<file path="src/rtl/m68k_bus_ctrl.sv">
// fx68k bus controller: phi1/phi2 enables, address decode, DTACK/VPA/BERR
// handshake generation and read-data return from main memory or video RAM.
module m68k_bus_ctrl #(
  parameter int unsigned MEM_WAIT     = 1,
  parameter int unsigned BERR_TIMEOUT = 63,
  parameter logic [7:0]  VRAM_PAGE    = 8'hC0
) (
  input  logic        clk,
  input  logic        reset,
  output logic        phi1,
  output logic        phi2,
  input  logic        cpu_as_n,
  input  logic        cpu_uds_n,
  input  logic        cpu_lds_n,
  input  logic        cpu_rw,
  input  logic [2:0]  cpu_fc,
  input  logic [23:1] cpu_a,
  input  logic [15:0] cpu_dout,
  output logic [15:0] cpu_din,
  output logic        dtack_n,
  output logic        vpa_n,
  output logic        berr_n,
  output logic        mem_cs,
  output logic [1:0]  mem_we,
  input  logic [15:0] mem_dout,
  output logic [14:0] vram_addr,
  output logic [7:0]  vram_din,
  output logic        vram_wr,
  output logic        vram_rd,
  input  logic [7:0]  vram_dout
);

  typedef enum logic [2:0] {
    S_IDLE,
    S_MEM,
    S_VRAM_STB,
    S_VRAM_DATA,
    S_UNMAPPED,
    S_ACK
  } state_e;

  state_e      state_q, state_d;
  logic        phi1_q, phi1_d;
  logic        phi2_q, phi2_d;
  logic        dtack_n_q, dtack_n_d;
  logic        vpa_n_q, vpa_n_d;
  logic        berr_n_q, berr_n_d;
  logic        mem_cs_q, mem_cs_d;
  logic [1:0]  mem_we_q, mem_we_d;
  logic [14:0] vram_addr_q, vram_addr_d;
  logic [7:0]  vram_din_q, vram_din_d;
  logic        vram_wr_q, vram_wr_d;
  logic        vram_rd_q, vram_rd_d;
  logic [15:0] cpu_din_q, cpu_din_d;
  logic [7:0]  cnt_q, cnt_d;
  logic        rw_q, rw_d;

  localparam logic [7:0] MEM_WAIT_CNT = 8'(MEM_WAIT);
  localparam logic [7:0] BERR_LAST    = 8'(BERR_TIMEOUT - 1);

  always_ff @(posedge clk) begin
    if (reset) begin
      state_q     <= S_IDLE;
      phi1_q      <= 1'b0;
      phi2_q      <= 1'b0;
      dtack_n_q   <= 1'b1;
      vpa_n_q     <= 1'b1;
      berr_n_q    <= 1'b1;
      mem_cs_q    <= 1'b0;
      mem_we_q    <= 2'b00;
      vram_addr_q <= '0;
      vram_din_q  <= '0;
      vram_wr_q   <= 1'b0;
      vram_rd_q   <= 1'b0;
      cpu_din_q   <= '0;
      cnt_q       <= '0;
      rw_q        <= 1'b1;
    end else begin
      state_q     <= state_d;
      phi1_q      <= phi1_d;
      phi2_q      <= phi2_d;
      dtack_n_q   <= dtack_n_d;
      vpa_n_q     <= vpa_n_d;
      berr_n_q    <= berr_n_d;
      mem_cs_q    <= mem_cs_d;
      mem_we_q    <= mem_we_d;
      vram_addr_q <= vram_addr_d;
      vram_din_q  <= vram_din_d;
      vram_wr_q   <= vram_wr_d;
      vram_rd_q   <= vram_rd_d;
      cpu_din_q   <= cpu_din_d;
      cnt_q       <= cnt_d;
      rw_q        <= rw_d;
    end
  end

  always_comb begin
    state_d     = state_q;
    // Both enables are low in reset, so the first post-reset clk yields phi1.
    phi1_d      = ~phi1_q;
    phi2_d      = phi1_q;
    dtack_n_d   = dtack_n_q;
    vpa_n_d     = vpa_n_q;
    berr_n_d    = berr_n_q;
    mem_cs_d    = mem_cs_q;
    mem_we_d    = 2'b00;
    vram_addr_d = vram_addr_q;
    vram_din_d  = vram_din_q;
    vram_wr_d   = 1'b0;
    vram_rd_d   = 1'b0;
    cpu_din_d   = cpu_din_q;
    cnt_d       = cnt_q;
    rw_d        = rw_q;

    case (state_q)
      S_IDLE: begin
        if (!cpu_as_n) begin
          cnt_d = '0;
          rw_d  = cpu_rw;
          if (cpu_fc == 3'b111) begin
            vpa_n_d = 1'b0;
            state_d = S_ACK;
          end else if (!cpu_a[23]) begin
            mem_cs_d = 1'b1;
            if (!cpu_rw) mem_we_d = {~cpu_uds_n, ~cpu_lds_n};
            state_d = S_MEM;
          end else if (cpu_a[23:16] == VRAM_PAGE && !cpu_a[15]) begin
            // Upper strobe wins when both are low, giving the even byte.
            vram_addr_d = {cpu_a[14:1], cpu_uds_n};
            if (!cpu_rw) begin
              vram_din_d = cpu_uds_n ? cpu_dout[7:0] : cpu_dout[15:8];
              vram_wr_d  = 1'b1;
            end else begin
              vram_rd_d  = 1'b1;
            end
            state_d = S_VRAM_STB;
          end else begin
            state_d = S_UNMAPPED;
          end
        end
      end

      S_MEM: begin
        if (cpu_as_n) begin
          mem_cs_d = 1'b0;
          state_d  = S_IDLE;
        end else if (cnt_q == MEM_WAIT_CNT) begin
          cpu_din_d = mem_dout;
          dtack_n_d = 1'b0;
          state_d   = S_ACK;
        end else begin
          cnt_d = cnt_q + 8'd1;
        end
      end

      S_VRAM_STB: begin
        state_d = cpu_as_n ? S_IDLE : S_VRAM_DATA;
      end

      S_VRAM_DATA: begin
        if (cpu_as_n) begin
          state_d = S_IDLE;
        end else begin
          if (rw_q) cpu_din_d = {vram_dout, vram_dout};
          dtack_n_d = 1'b0;
          state_d   = S_ACK;
        end
      end

      S_UNMAPPED: begin
        if (cpu_as_n) begin
          state_d = S_IDLE;
        end else if (cnt_q == BERR_LAST) begin
          berr_n_d = 1'b0;
          state_d  = S_ACK;
        end else begin
          cnt_d = cnt_q + 8'd1;
        end
      end

      S_ACK: begin
        if (cpu_as_n) begin
          dtack_n_d = 1'b1;
          vpa_n_d   = 1'b1;
          berr_n_d  = 1'b1;
          mem_cs_d  = 1'b0;
          state_d   = S_IDLE;
        end
      end

      default: state_d = S_IDLE;
    endcase
  end

  assign phi1      = phi1_q;
  assign phi2      = phi2_q;
  assign dtack_n   = dtack_n_q;
  assign vpa_n     = vpa_n_q;
  assign berr_n    = berr_n_q;
  assign mem_cs    = mem_cs_q;
  assign mem_we    = mem_we_q;
  assign vram_addr = vram_addr_q;
  assign vram_din  = vram_din_q;
  assign vram_wr   = vram_wr_q;
  assign vram_rd   = vram_rd_q;
  assign cpu_din   = cpu_din_q;

endmodule

</file>
<file path="config.mk">
export PLATFORM = sky130hd
export DESIGN_NAME = m68k_bus_ctrl
export DESIGN_NICKNAME = d
export VERILOG_FILES = /design/src/rtl/m68k_bus_ctrl.sv
export SDC_FILE = /design/constraint.sdc
export NUM_CORES = 1
export LEC_CHECK = 0
export ABC_AREA = 0
export BUFFER_PORTS_ARGS = -buffer_cell sky130_fd_sc_hd__buf_2
export CELL_PAD_IN_SITES_DETAIL_PLACEMENT = 1
export CELL_PAD_IN_SITES_GLOBAL_PLACEMENT = 2
export CORE_MARGIN = 4
export CORE_UTILIZATION = 27
export CTS_CLUSTER_DIAMETER = 200
export DETAILED_ROUTE_END_ITERATION = 10
export HOLD_SLACK_MARGIN = 0.05
export PLACE_DENSITY = 0.83
export SLEW_MARGIN = 20
export SYNTH_ARGS = -nofsm -noshare
export SYNTH_HDL_FRONTEND = slang
export SYNTH_SLANG_ARGS = --single-unit
</file>
<file path="constraint.sdc">
create_clock -name clk -period 2.7 [get_ports clk]
set_input_delay 0.27 -clock clk [delete_from_list [all_inputs] [get_ports clk]]
set_output_delay 0.27 -clock clk [all_outputs]
set_load 0.03 [all_outputs]
</file>
==> flow_summary.json, run 1 <==
{
  "status": "finished clean",
  "ios": 121,
  "relSlewSlack": 0.540,
  "finalCriticalPeriod_ns": 2.17,
  "insertion_delay_ns": 0.33,
  "drc_errors": 0,
  "clock_skew_ns": 0.00855,
  "grt_pass1_vias": 3130,
  "drive_gt1_frac": 0.361,
  "htreeDepth": 3,
  "cts-buffers-inserted": 9,
  "dr.pass1.iters": 4,
  "cp_top_family": "compound AO/OA/AOI/OAI gates",
  "wl_per_cell_um": 15.9,
  "final_common_cell": "buf_2",
  "min_path_type": "in2reg",
  "synth_nets": 409,
  "nets": 524,
  "min_period_over_period": 0.803,
  "ant_nets": 0,
  "fmax_mhz": 461,
  "grt_pass1_wl_mm": 15.3,
  "num_rows": 38,
  "drtIter0Drc": 155,
  "diodes": 0,
  "postSynthCellCount": 334,
  "overflow": 0,
  "arrival_ns": 2.38,
  "tightest_slew_ns": 0.685,
  "final_cell_mix": "120 x buf_2, 61 x dfxtp_1, 41 x a21oi_1",
  "wl_mm": 9.42,
  "yosysWarningCount": 0,
  "worst-path-buf-inv": 0,
  "avgSynthCellArea_um2": 8.91,
  "cp_slowest_stage_delay_ns": 0.57,
  "cts_sinks": 61,
  "die_w_um": 113,
  "syn_area_um2": 2980,
  "cts-hold-fix-buffers": 0,
  "path_cells": "ha_1, or3b_2, o21ai_1, a21boi_0, mux2i_1",
  "rsz0062_at_grt": "no",
  "design_area_um2": 3900,
  "die_h_um": 113,
  "synth_top_area_frac": 0.410,
  "power_mw": 2.38,
  "area_delta_synth_final_pct": 31.0,
  "cts_resized": 0,
  "grt_max_degree": 33,
  "placed_area_um2": 3740,
  "seq_area_frac_synth": 0.410,
  "crit_type": "reg2reg",
  "clk_pin_slew_ns": 0.07,
  "synth.distinct_cells": 41,
  "cts_setup_buffers": 0,
  "max_cap_violations": 0,
  "die-area_um2": 12800,
  "synth-edff-count": 0,
  "start_kind": "register",
  "required_ns": 2.91,
  "vdd.ir_drop.worst_mv": 0.221,
  "worstPathMaxFanout": 10,
  "p_leak_nw": 1.76,
  "track_usage": 0.146,
  "cts_buffer_depth": 2,
  "synth_top_area_cell": "dfxtp_1",
  "tritoncts": "yes",
  "hold_viol": 0,
  "async_flop_share": 0,
  "core_um2": 10800,
  "post-dp-hpwl_mm": 6.99,
  "powerDensity_nw_per_um2": 610,
  "setup_viol": 0,
  "cpMaxStageDelayCell": "o21ai_1",
  "ys_ff_latch": 61,
  "portBuffers": 120,
  "grt_antenna_before_repair": 0,
  "finalSetupTns_ns": 0,
  "viasPerCell": 5.10,
  "synth_area_leaders": "dfxtp_1 41%, mux2i_1 10%, a21oi_1 6.9%",
  "place.gp.congestion": 0.776,
  "clockRootBuffer": "clkbuf_8",
  "slew_viol_final": 0,
  "critPathCaptureType": "register",
  "vias": 3028,
  "start_util": 0.276,
  "synth_flop_cell": "dfxtp_1"
}
## metrics by stage
step	instances	worst slack, ns	utilization	hold WS [ns]
2_1_floorplan	334	0.354	-	0.342
3_3_place_gp	578	0.277	0.347	0.404
3_5_place_dp	578	0.250	0.347	0.413
4_1_cts	594	0.541	0.361	0.0791
5_1_grt	594	0.390	0.361	0.0829
6_report	594	0.533	0.361	0.0922
## power breakdown
part	internal (mW)	leakage, nW	total [mW]	switching, mW
Sequential	0.947	0.493	1.03	0.0788
Combinational	0.238	1.18	0.670	0.432
Clock	0.327	0.0829	0.681	0.354
## cells in the mapped netlist, drive strengths merged (5+ instances only)
master   n
o31ai   16
a211oi  19
mux2     8
clkbuf  24
or3      8
o21ai    7
nor2    17
nand4   16
a21oi   41
mux2i   30
dfxtp   61
nand3    6
nor2b    9
nand2   17
and3     5
nor3     7
## worst paths after layout
kind / start / end / slack, ns / depth (start not counted)
hold reg to reg: phi1$_SDFF_PP0_ / phi1$_SDFF_PP0_ / 0.43 / 1
setup / recovery: cnt_q[1]$_SDFFE_PP0P_ / cnt_q[2]$_SDFFE_PP0P_ / 0.53 / 5
hold / removal: cpu_lds_n / mem_we[0]$_SDFF_PP0_ / 0.09 / 2
setup reg to reg: cnt_q[1]$_SDFFE_PP0P_ / cnt_q[2]$_SDFFE_PP0P_ / 0.53 / 5
## flip-flops by register name, indices dropped and copies added, names as in the netlist
register / count
berr_n: 1
phi1: 1
vpa_n: 1
vram_din: 8
cpu_din: 16
dtack_n: 1
mem_we: 2
vram_addr: 15
vram_rd: 1
mem_cs: 1
vram_wr: 1
cnt_q: 8
phi2: 1
rw_q: 1
state_q: 3
## final cells by class
| cell class | instances | area [um^2] |
|---|---|---|
| Fill cell | 1312 | 6890 |
| Multi-Input combinational cell | 241 | 1640 |
| Sequential cell | 61 | 1220 |
| Timing Repair Buffer | 132 | 691 |
| Tap cell | 140 | 175 |
| Clock buffer | 11 | 131 |
| Clock inverter | 5 | 27.5 |
| Inverter | 4 | 15.0 |
## worst register-to-register path, cell delays in order (launching register included)
cell and delay (ns):
dfxtp_1 0.43, ha_1 0.19, or3b_2 0.48, o21ai_1 0.57, a21boi_0 0.23, mux2i_1 0.16
## per-layer routing
layer,track usage,vias to the layer above,part of all wire
met3,0.0540,8,0.075
met1,0.186,1448,0.44
met5,0,-,0
met2,0.235,96,0.47
met4,0.0369,0,0.010
li1,-,1476,-
## kinds of logic after synthesis
kind of cell | after synthesis | share of synthesized area
AOI/OAI and AO/OA | 94 | 0.201
adders and majority gates | 3 | 0.0126
buffers and inverters | 32 | 0.0408
and+or+nand+nor | 106 | 0.204
muxes | 38 | 0.131
DFF | 61 | 0.410
Note: power is estimated with default switching activity, not from simulation.
==> run 2, diff against run 1 <==
- ABC_AREA: 0 -> 1
- CORE_UTILIZATION: 27 -> 23
- PLACE_DENSITY: 0.83 -> 0.81
- clock period: 2.7 -> 1.7 ns (I/O delays scaled with it)
==> run 2 against run 1 <==
  * Register-to-register slack worse by 0.44 ns
  * Clock-buffer cell count decreased by 1
  * Setup slack got worse by 0.44 ns
  * Maximum frequency is 34% higher
  * Routed wire length up 7.6%
  * Utilization fell by 3.5 points
  * Critical endpoint is now cpu_din[0]$_SDFFE_PP0P_
  * Largest cell class unchanged
  * Largest power group is now combinational logic
==> flow_summary.json, run 2 <==
{
  "overflow": 0,
  "setup_viol": 0,
  "synth_top_area_frac": 0.396,
  "power_mw": 5.92,
  "die-area_um2": 15300,
  "ys_top_cells_by_count": "111 x nand2_1, 86 x nor2_1, 61 x dfxtp_1, 57 x inv_1, 26 x o21ai_0",
  "clockRootBuffer": "clkbuf_16",
  "grt_antenna_before_repair": 0,
  "viasPerCell": 4.19,
  "syn_area_um2": 3080,
  "min_path_type": "in2reg",
  "ys_ff_latch": 61,
  "clock_skew_ns": 0.00902,
  "crit_type": "reg2reg",
  "postSynthCellCount": 452,
  "status": "finished clean",
  "largest_register_ffs": 16,
  "die_h_um": 124,
  "regToRegSetupSlack_ns": 0.09,
  "grt_max_degree": 33,
  "core_um2": 13200,
  "grt_pass1_vias": 3274,
  "area_delta_synth_final_pct": 39.5,
  "nets": 660,
  "hold_start": "cpu_a[13]",
  "finalCriticalPeriod_ns": 1.61,
  "p_leak_nw": 2.15,
  "async_flop_share": 0,
  "required_ns": 1.92,
  "avgSynthCellArea_um2": 6.82,
  "yosysMostFrequentCell": "nand2_1",
  "critPathCaptureType": "register",
  "vias": 3207,
  "final_cell_mix": "120 x buf_2, 110 x nand2_1, 84 x nor2_1",
  "finalSetupTns_ns": 0,
  "wl_per_cell_um": 13.2,
  "synth.distinct_cells": 32,
  "portBuffers": 120,
  "ios": 121,
  "relSlewSlack": 0.762,
  "timing.rr.start": "cnt_q[2]$_SDFFE_PP0P_",
  "design_area_um2": 4300,
  "arrival_ns": 1.84,
  "min_to": "vram_addr[13]$_SDFFE_PP0P_",
  "diodes": 0,
  "placed_area_um2": 3840,
  "synth_flop_cell": "dfxtp_1",
  "drtIter0Drc": 56,
  "htreeDepth": 3,
  "hold-path-cell-count": 3,
  "drive_gt1_frac": 0.327,
  "tightest_slew_ns": 0.357,
  "min_period_over_period": 0.948,
  "fmax_mhz": 621,
  "drc_errors": 0,
  "num_rows": 42,
  "reg2reg_depth": 8,
  "start_util": 0.234,
  "vdd.ir_drop.worst_mv": 0.780,
  "cts-buffers-inserted": 9,
  "worstPathMaxFanout": 6,
  "die_w_um": 124,
  "grt_pass1_wl_mm": 15.3,
  "wl_mm": 10.1,
  "cts_sinks": 61,
  "post-dp-hpwl_mm": 7.50,
  "slew_viol_final": 0,
  "synth_nets": 527,
  "tritoncts": "yes",
  "synth-edff-count": 0,
  "insertion_delay_ns": 0.34,
  "ant_nets": 0,
  "track_usage": 0.128,
  "dr.pass1.iters": 4,
  "max_cap_violations": 0,
  "cts_buffer_depth": 2,
  "synth_area_leaders": "dfxtp_1 40%, nand2_1 14%, nor2_1 10%",
  "r2r_end": "cpu_din[0]$_SDFFE_PP0P_",
  "clk_pin_slew_ns": 0.06,
  "synth_top_area_cell": "dfxtp_1",
  "yosysWarningCount": 0,
  "start_kind": "register",
  "seq_area_frac_synth": 0.396,
  "hold_viol": 0,
  "place.gp.congestion": 0.859,
  "powerDensity_nw_per_um2": 1380,
  "final_common_cell": "buf_2",
  "final_util": 0.326,
  "timing.critical_path.from": "cnt_q[2]$_SDFFE_PP0P_"
}
run 2: changes by cell type after synthesis, moves of 20 or more:
| cell | delta |
|---|---|
| nand2_1 | +94 |
| nor2_1 | +69 |
| inv_1 | +54 |
| o21ai_0 | +20 |
| mux2i_1 | -30 |
run 2: layer usage:
metal | wire (um) | up-vias | share of wire | GRT usage
met3 | 628 | 10 | 0.062 | 0.0309
met1 | 4520 | 1443 | 0.45 | 0.154
met5 | 0 | - | 0 | 0
li1 | - | 1657 | - | -
met4 | 146 | 0 | 0.014 | 0.0581
met2 | 4850 | 97 | 0.48 | 0.215
run 2: critical path: stages (launching register included):
cell and delay [ns]:
dfxtp_1 0.37, inv_1 0.07, nand2_1 0.04, nor2_1 0.19, nand2_2 0.13, o21ai_4 0.29
nand2_2 0.16, o21ai_0 0.19, nor2_1 0.07
run 2: area by class of cell:
class / count / area, um^2
sequential: 61 / 1230
fill: 1698 / 8890
timing repair inverter: 1 / 11.3
inverter: 64 / 253
timing repair buffer: 133 / 706
tap: 176 / 220
clock buffer: 10 / 239
clock inverter: 6 / 86.3
multi-input combinational: 315 / 1560
run 2: logic make-up after synthesis:
family,after synthesis,share of synthesized area
simple gates,236,0.331
buf+inv,79,0.117
compound gates,61,0.103
flops,61,0.396
mux,8,0.0292
xor+xnor,4,0.0114
fa+ha+maj,3,0.0122
run 2: where the power goes:
group	internal, mW	switching, mW	total, mW
Sequential	1.67	0.185	1.85
Clock	1.32	0.700	2.02
Combinational	0.647	1.39	2.04
Total	3.64	2.28	5.92
run 2: stage by stage:
step           hold WS, ns  std cells  worst slack, ns
2_1_floorplan        0.242        452            0.215
3_3_place_gp         0.337        740            0.115
3_5_place_dp         0.338        740           0.0555
4_1_cts             0.0500        759           0.0241
5_1_grt             0.0586        766          -0.0135
6_report            0.0563        766           0.0886
run 2: worst max path at each step:
stage,endpoint,depth (start not counted)
2_1_floorplan,cpu_din[10]$_SDFFE_PP0P_,9
3_5_place_dp,cpu_din[9]$_SDFFE_PP0P_,9
4_1_cts,cpu_din[3]$_SDFFE_PP0P_,9
6_report,cpu_din[0]$_SDFFE_PP0P_,8
3_3_place_gp,cpu_din[7]$_SDFFE_PP0P_,9
5_1_grt,cpu_din[13]$_SDFFE_PP0P_,9
run 2: timing repair:
item | in CTS | in global routing
gates resized for setup | 0 | 20
hold endpoints to repair | 3 | 0
hold buffers | 3 | 0
buffers inserted | 0 | 3
endpoints found under the setup margin | 0 | 40
==> run 3, diff against run 2 <==
- CORE_ASPECT_RATIO: default -> 2
==> run 3 against run 2 <==
  * Utilization up 0.29 points
  * Routed wire length rose by 2.9%
  * Via count rose by 2.6%
  * Total power fell by 1.8%
==> flow_summary.json, run 3 (synthesis gave the netlist of run 2 again) <==
{
  "portBuffers": 120,
  "post-dp-hpwl_mm": 8.30,
  "required_ns": 1.92,
  "finalCriticalPeriod_ns": 1.66,
  "diodes": 0,
  "num-fill-cells": 1668,
  "wl_mm": 10.4,
  "clock_skew_ns": 0.00461,
  "die_h_um": 172,
  "crit_type": "reg2reg",
  "hold_viol": 0,
  "overflow": 0,
  "grt_pass1_vias": 3486,
  "relSlewSlack": 0.712,
  "worstPathMaxFanout": 8,
  "track_usage": 0.136,
  "timing.critical_path.from": "cnt_q[1]$_SDFFE_PP0P_",
  "p_leak_nw": 2.16,
  "grt_pass1_wl_mm": 16.4,
  "reg2reg_depth": 10,
  "placedCellCount": 719,
  "grt_max_degree": 29,
  "fmax_mhz": 604,
  "core_um2": 13100,
  "slew_viol_final": 0,
  "critical_path.endpoint": "cpu_din[13]$_SDFFE_PP0P_",
  "tritoncts": "yes",
  "ios": 121,
  "path_cells": "inv_2, ha_4, nand2_1, nor2_2, nand2_2, o21ai_4, buf_6, nand2_8, o21ai_2, nor2_1",
  "cts_sinks": 61,
  "vdd.ir_drop.worst_mv": 0.568,
  "setup_viol": 0,
  "cpMaxStageDelayCell": "dfxtp_2",
  "powerDensity_nw_per_um2": 1350,
  "htreeDepth": 3,
  "regToRegSetupSlack_ns": 0.04,
  "clockRootBuffer": "clkbuf_16",
  "drc_errors": 0,
  "min_period_over_period": 0.974,
  "cts-buffers-inserted": 9,
  "nets": 661,
  "final.setup.worst_slack_ns": 0.0443,
  "dr.pass1.iters": 4,
  "largest_register_ffs": 16,
  "place.gp.congestion": 0.804,
  "insertion_delay_ns": 0.32,
  "die-area_um2": 15400,
  "final_cells": 743,
  "placed_area_um2": 3860,
  "start_util": 0.236,
  "critPathCaptureType": "register",
  "drtIter0Drc": 96,
  "cp_slowest_stage_delay_ns": 0.34,
  "cts_buffer_depth": 2,
  "ant_nets": 0,
  "status": "finished clean",
  "grt_antenna_before_repair": 1,
  "arrival_ns": 1.87,
  "area_delta_synth_final_pct": 39.4,
  "finalSetupTns_ns": 0,
  "num_rows": 59,
  "tightest_slew_ns": 0.431,
  "timing.rr.start": "cnt_q[1]$_SDFFE_PP0P_",
  "min_path_type": "in2reg",
  "final_common_cell": "buf_2",
  "final_cell_mix": "120 x buf_2, 110 x nand2_1, 83 x nor2_1",
  "drive_gt1_frac": 0.342,
  "design_area_um2": 4300,
  "power_mw": 5.81,
  "wl_per_cell_um": 14.0,
  "start_kind": "register",
  "final-seq-area_um2": 1230,
  "viasPerCell": 4.43,
  "die_w_um": 89.9,
  "r2r_end": "cpu_din[13]$_SDFFE_PP0P_",
  "vias": 3289,
  "dp_slack_ns": 0.0475,
  "multi_input_area_um2": 1580,
  "max_cap_violations": 0,
  "clk_pin_slew_ns": 0.05
}
==> run 3: worst max-delay path: cells and delay by family (launching register included) <==
family          cells  cell delay [ns]
compound gates      2             0.43
simple gates        5             0.41
flops               1             0.34
buf+inv             2             0.24
fa+ha+maj           1             0.12
==> run 3: routing by layer <==
layer | GRT usage | wire length (um) | part of all wire
met2 | 0.286 | 6200 | 0.59
met3 | 0.0350 | 525 | 0.050
met1 | 0.114 | 3450 | 0.33
met4 | 0.0674 | 234 | 0.022
met5 | 0 | 13 | 0.0012
==> run 3: worst min-delay path by stage <==
stage	to	slack (ns)	startpoint	depth (start not counted)
after floorplan	mem_we[0]$_SDFF_PP0_	0.24	cpu_lds_n	1
after global placement	mem_we[0]$_SDFF_PP0_	0.33	cpu_lds_n	2
after CTS	vram_addr[3]$_SDFFE_PP0P_	0.06	cpu_a[3]	3
after detailed placement	mem_we[0]$_SDFF_PP0_	0.33	cpu_lds_n	2
final	vram_wr$_SDFF_PP0_	0.07	cpu_rw	2
after global routing	vram_addr[6]$_SDFFE_PP0P_	0.06	cpu_a[6]	3
==> run 3: timing repair <==
item                                    CTS  global route
gates resized for setup                   0            28
hold buffers                              1             0
endpoints found under the setup margin    0            24
buffers inserted                          0             4
endpoints found under the hold margin     1             0
==> run 3: cell type report <==
class                           instances  area share
Timing Repair inverter                  1     0.00204
Clock buffer                           12      0.0574
Tap cell                              152      0.0443
Multi-Input combinational cell        314       0.368
Sequential cell                        61       0.285
Clock inverter                          4      0.0111
Inverter                               64      0.0588
Timing Repair Buffer                  135       0.173
==> run 3: per-stage QoR <==
stage	util	hold slack, ns
after floorplan	-	0.242
after global placement	0.295	0.328
after detailed placement	0.295	0.333
after CTS	0.319	0.0551
after global routing	0.329	0.0635
final	0.329	0.0667
==> run 3: where the power goes <==
part,switching (mW),total (mW),internal [mW],leakage [nW]
Sequential,0.193,1.87,1.67,0.498
Clock,0.643,1.81,1.17,0.143
Combinational,1.43,2.13,0.704,1.52
Total,2.26,5.81,3.55,2.16
